--- src/rtl/multdiv_ctrl_pkg.sv ---
// Shared processor constants for the multiply/divide sequencing logic.
// Opcodes, rstatus exception codes and controller state encodings.
package multdiv_ctrl_pkg;

    localparam logic [4:0]  OPC_ALU      = 5'b00000;
    localparam logic [4:0]  ALUOP_MULT   = 5'b00110;
    localparam logic [4:0]  ALUOP_DIV    = 5'b00111;

    localparam logic [4:0]  RSTATUS_REG  = 5'd30;
    localparam logic [31:0] RSTATUS_MULT = 32'd4;
    localparam logic [31:0] RSTATUS_DIV  = 32'd5;

    typedef enum logic [1:0] {
        ST_IDLE = 2'd0,
        ST_BUSY = 2'd1,
        ST_DONE = 2'd2
    } state_t;

    function automatic logic is_multdiv(input logic [4:0] opcode, input logic [4:0] aluop);
        return (opcode == OPC_ALU) && ((aluop == ALUOP_MULT) || (aluop == ALUOP_DIV));
    endfunction

endpackage

--- src/rtl/multdiv_ctrl_timer.sv ---
// BUSY-cycle counter: counts up from 0 while enabled, saturating at TIMEOUT-1.
// tc flags the last permitted BUSY cycle.
module multdiv_timer #(
    parameter int TIMEOUT = 40
) (
    input  logic clock,
    input  logic reset,
    input  logic clear,
    input  logic enable,
    output logic tc
);

    localparam int W = (TIMEOUT > 1) ? $clog2(TIMEOUT) : 1;
    localparam logic [W-1:0] LAST = W'(TIMEOUT - 1);

    logic [W-1:0] count;

    always_ff @(posedge clock) begin
        if (reset || clear) begin
            count <= '0;
        end else if (enable && (count != LAST)) begin
            count <= count + 1'b1;
        end
    end

    assign tc = (count == LAST);

endmodule

--- src/rtl/multdiv_ctrl.sv ---
// Sequences a multi-cycle multiply/divide unit from the DX stage: start pulse,
// pipeline stall, timeout abort and the single-cycle register write-back.
//
//   state   | meaning
//   --------+---------------------------------------------------------------
//   IDLE    | no operation in flight; a multdiv at DX starts one
//   BUSY    | unit running; wait for result, flush or timeout
//   DONE    | one-cycle write-back of result or rstatus exception code
module multdiv_ctrl
    import multdiv_ctrl_pkg::*;
#(
    parameter int TIMEOUT = 40
) (
    input  logic        clock,
    input  logic        reset,
    input  logic [4:0]  dx_opcode,
    input  logic [4:0]  dx_aluop,
    input  logic [4:0]  dx_rd,
    input  logic        flush,
    input  logic        unit_result_rdy,
    input  logic        unit_exception,
    input  logic [31:0] unit_result,
    output logic        ctrl_mult,
    output logic        ctrl_div,
    output logic        mult_operation,
    output logic        multdiv_at_dx,
    output logic        wb_we,
    output logic [4:0]  wb_rd,
    output logic [31:0] wb_data
);

    state_t      state;
    logic        op_div;
    logic [4:0]  rd_q;
    logic [31:0] result_q;
    logic        exc_q;
    logic        tc;
    logic        detect;
    logic        dx_div;

    assign detect         = is_multdiv(dx_opcode, dx_aluop);
    assign dx_div         = (dx_aluop == ALUOP_DIV);
    assign multdiv_at_dx  = detect && (state == ST_IDLE);
    assign mult_operation = ((state == ST_IDLE) && detect && !flush) || (state == ST_BUSY);

    multdiv_timer #(.TIMEOUT(TIMEOUT)) u_timer (
        .clock  (clock),
        .reset  (reset),
        .clear  (state != ST_BUSY),
        .enable (state == ST_BUSY),
        .tc     (tc)
    );

    always_ff @(posedge clock) begin
        if (reset) begin
            state     <= ST_IDLE;
            op_div    <= 1'b0;
            rd_q      <= '0;
            result_q  <= '0;
            exc_q     <= 1'b0;
            ctrl_mult <= 1'b0;
            ctrl_div  <= 1'b0;
        end else begin
            ctrl_mult <= 1'b0;
            ctrl_div  <= 1'b0;
            case (state)
                ST_IDLE: begin
                    if (detect && !flush) begin
                        state     <= ST_BUSY;
                        op_div    <= dx_div;
                        rd_q      <= dx_rd;
                        ctrl_mult <= !dx_div;
                        ctrl_div  <= dx_div;
                    end
                end
                ST_BUSY: begin
                    // A result arriving on the last allowed cycle beats the timeout.
                    if (flush) begin
                        state <= ST_IDLE;
                    end else if (unit_result_rdy) begin
                        state    <= ST_DONE;
                        result_q <= unit_result;
                        exc_q    <= unit_exception;
                    end else if (tc) begin
                        state    <= ST_DONE;
                        result_q <= '0;
                        exc_q    <= 1'b1;
                    end
                end
                ST_DONE: state <= ST_IDLE;
                default: state <= ST_IDLE;
            endcase
        end
    end

    always_comb begin
        wb_we   = 1'b0;
        wb_rd   = '0;
        wb_data = '0;
        if (state == ST_DONE) begin
            if (exc_q) begin
                wb_we   = 1'b1;
                wb_rd   = RSTATUS_REG;
                wb_data = op_div ? RSTATUS_DIV : RSTATUS_MULT;
            end else if (rd_q != '0) begin
                wb_we   = 1'b1;
                wb_rd   = rd_q;
                wb_data = result_q;
            end
        end
    end

endmodule

--- config.mk ---
export PLATFORM = sky130hd
export DESIGN_NAME = multdiv_ctrl
export DESIGN_NICKNAME = d
export VERILOG_FILES = /design/src/rtl/multdiv_ctrl_pkg.sv /design/src/rtl/multdiv_ctrl_timer.sv /design/src/rtl/multdiv_ctrl.sv
export SDC_FILE = /design/constraint.sdc
export NUM_CORES = 1
export LEC_CHECK = 0
export CORE_MARGIN = 4
export CORE_UTILIZATION = 45
export DETAILED_ROUTE_END_ITERATION = 7
export DONT_BUFFER_PORTS = 1
export PLACE_DENSITY = 0.66
export SLEW_MARGIN = 25
export SYNTH_ARGS = -nofsm -noshare
export SYNTH_HDL_FRONTEND = slang
export SYNTH_SLANG_ARGS = --single-unit
--- constraint.sdc ---
create_clock -name clock -period 1.6 [get_ports clock]
set_input_delay 0.32 -clock clock [delete_from_list [all_inputs] [get_ports clock]]
set_output_delay 0.32 -clock clock [all_outputs]
set_load 0.005 [all_outputs]
==> impl_metrics.json <==
{
  "io_pins": 94,
  "syn_avg_cell_area_um2": 8.02,
  "place_hpwl_um": 3950,
  "ant_nets": 0,
  "fin_skew_ns": 0.00859,
  "period_share_pct": 113,
  "worstPathMaxFanout": 3,
  "place_congestion": 0.790,
  "root_buffer": "clkbuf_8",
  "dp_cells": 343,
  "fp.coreArea_um2": 4880,
  "synth_top_area_share_pct": 42.2,
  "cp.arrival_ns": 1.48,
  "whs_ns": 0.0823,
  "cts_tree": "yes",
  "track_usage_pct": 18.8,
  "leakage_nw": 0.928,
  "area_delta_synth_final_pct": 22.2,
  "grt_max_degree": 40,
  "synth_nets": 343,
  "cts.path.max_buffers": 2,
  "n_fill_cell": 454,
  "htree_levels": 2,
  "path_clk_slew_ns": 0.08,
  "clock-sinks": 49,
  "fmax_mhz": 555,
  "synthTopCellsByArea": "dfxtp_1, o211ai_1, a21oi_1",
  "synthFlopType": "dfxtp_1",
  "cts_buffers": 5,
  "fin_crit_ns": 1.80,
  "drt-total-wl_um": 6140,
  "startpoint_type": "flop",
  "yosysWarnings": 0,
  "clk_latency_ns": 0.30,
  "die_area_um2": 6390,
  "cp_top_family": "simple AND/OR/NAND/NOR gates",
  "syn-instance-count": 290,
  "fin_nets": 345,
  "hold_buffers": 0,
  "path_cells": "or4_4, o211ai_1, a21oi_2",
  "hp-class": "in2reg",
  "synth_area_leader_cell": "dfxtp_1",
  "setup_violations": 33,
  "synth_cell_type_count": 36,
  "critPathRequiredTime_ns": 1.28,
  "rsz0062_at_grt": "yes",
  "wl_per_cell_um": 17.1,
  "synthTopCellsByCount": "dfxtp_1, nand2_1, a21oi_1",
  "report.final.slew_viol_count": 0,
  "synth_most_common_cell": "dfxtp_1",
  "powerDensity_nw_per_um2": 754,
  "hold_violations": 0,
  "slew_headroom_pct": 77.9,
  "port_buffers": 0,
  "layoutNonFillerInstCount": 360,
  "cp-end-kind": "output pin",
  "die_h_um": 79.9,
  "cpPeakStageDelay_ns": 0.54,
  "violations": "negative setup slack",
  "async_reset_ff_share_pct": 0,
  "tightest_slew_ns": 0.331,
  "antenna_found_initial": 0,
  "row_count": 25,
  "synth_edf_count": 0,
  "worstSetupPathType": "reg2out",
  "status": "finished with violations",
  "ys_seq_area_share_pct": 42.2,
  "reg2reg_setup_slack_ns": 0.13,
  "drt-pass1-iter-count": 4,
  "vias_per_cell": 5.74,
  "ys_ff_latch": 49,
  "initial_core_util_pct": 47.7,
  "vias": 2066,
  "setup_slack_ns": -0.203,
  "cp_slowest_cell": "or4_4",
  "grt-ovfl-total": 0,
  "drv_cap": 0,
  "die_w_um": 79.9,
  "ir_drop_uv": 405,
  "layout-drive-gt1-share_pct": 28.3,
  "syn_area_um2": 2330,
  "grt_pass1_vias": 2107,
  "diodes": 0,
  "drc_errors": 0,
  "dr.first_iter.drc_count": 79,
  "grt_pass1_wl_um": 9530,
  "worst-path-buf-inv": 0
}
==> power by group <==
group	switching (mW)	internal (mW)	total, mW
sequential	0.000239	1.22	1.22
combinational	0.0102	0.0115	0.0216
clock	0.395	0.510	0.905
==> worst paths after layout <==
check,from,cells after the start,end
max,rd_q[4],3,wb_data[0]
min,reset,1,exc_q
max reg2reg,state[1],4,result_q[1]
min reg2reg,op_div,2,op_div
==> cells in the final DEF (no fill, tap or decap), types with 2 or more instances in the layout <==
cell and n:
dfxtp_1 41, clkbuf_16 2, nor3_1 2, clkbuf_8 6, buf_12 3, nand4b_1 2
nor2_1 14, mux2i_1 6, buf_6 3, nor3b_2 2, and2_4 30, nor4b_1 2
nand3_1 4, inv_1 5, o211ai_1 34, o21ai_0 3, a21oi_1 37, or3_1 2
dfxtp_2 7, nand2_1 47, buf_4 14
==> timing repair <==
item | CTS | global route
endpoints found under the setup margin | 36 | 39
pin swaps | 6 | 19
buffers inserted | 2 | 4
gates resized for setup | 12 | 46
gates cloned | 0 | 3
==> state kept, by name (all words and copies together) (netlist names) <==
signal and cells:
ctrl_div 1, rd_q 5, result_q 32, op_div 1
exc_q 1, state 2, u_timer.count 6, ctrl_mult 1
==> kinds of logic after synthesis <==
family,synth area share (%)
AND/OR/NAND/NOR,26.3
XOR/XNOR,0.376
buffers and inverters,5.65
multiplexers,2.58
adder cells (fa/ha/maj),0.538
flip-flops,42.2
AO/OA/AOI/OAI,22.4
==> routing by layer <==
layer / up-vias / global-route usage (%) / part of all wire [%]
li1: 1019 / - / -
met5: - / 0 / 0
met4: 0 / 7.94 / 1.9
met1: 975 / 21.5 / 43
met2: 62 / 32.9 / 48
met3: 10 / 4.85 / 6.5
==> cell type report <==
cell class                      count  area [um^2]  area share [%]
Timing Repair Buffer               22          249            8.75
Inverter                            5         18.8           0.660
Clock buffer                        7         86.3            3.04
Multi-Input combinational cell    209         1380            48.6
Tap cell                           67         83.8            2.95
Sequential cell                    49          993            34.9
Clock inverter                      1         30.0            1.06
==> metrics by stage <==
step                util (%)  instance area [um^2]  setup WS (ns)  TNS (ns)  total power, mW
global placement        50.3                  2450         0.0991         0             1.26
CTS                     53.7                  2620         -0.221     -5.66             2.18
global route            58.3                  2840         -0.241     -7.32             2.23
finish                  58.3                  2840         -0.203     -5.36             2.14
floorplan                  -                  2330      -0.000339   -0.0102             1.27
detailed placement      50.3                  2450         0.0397         0             1.27
Power figures use the tool's default switching activity.
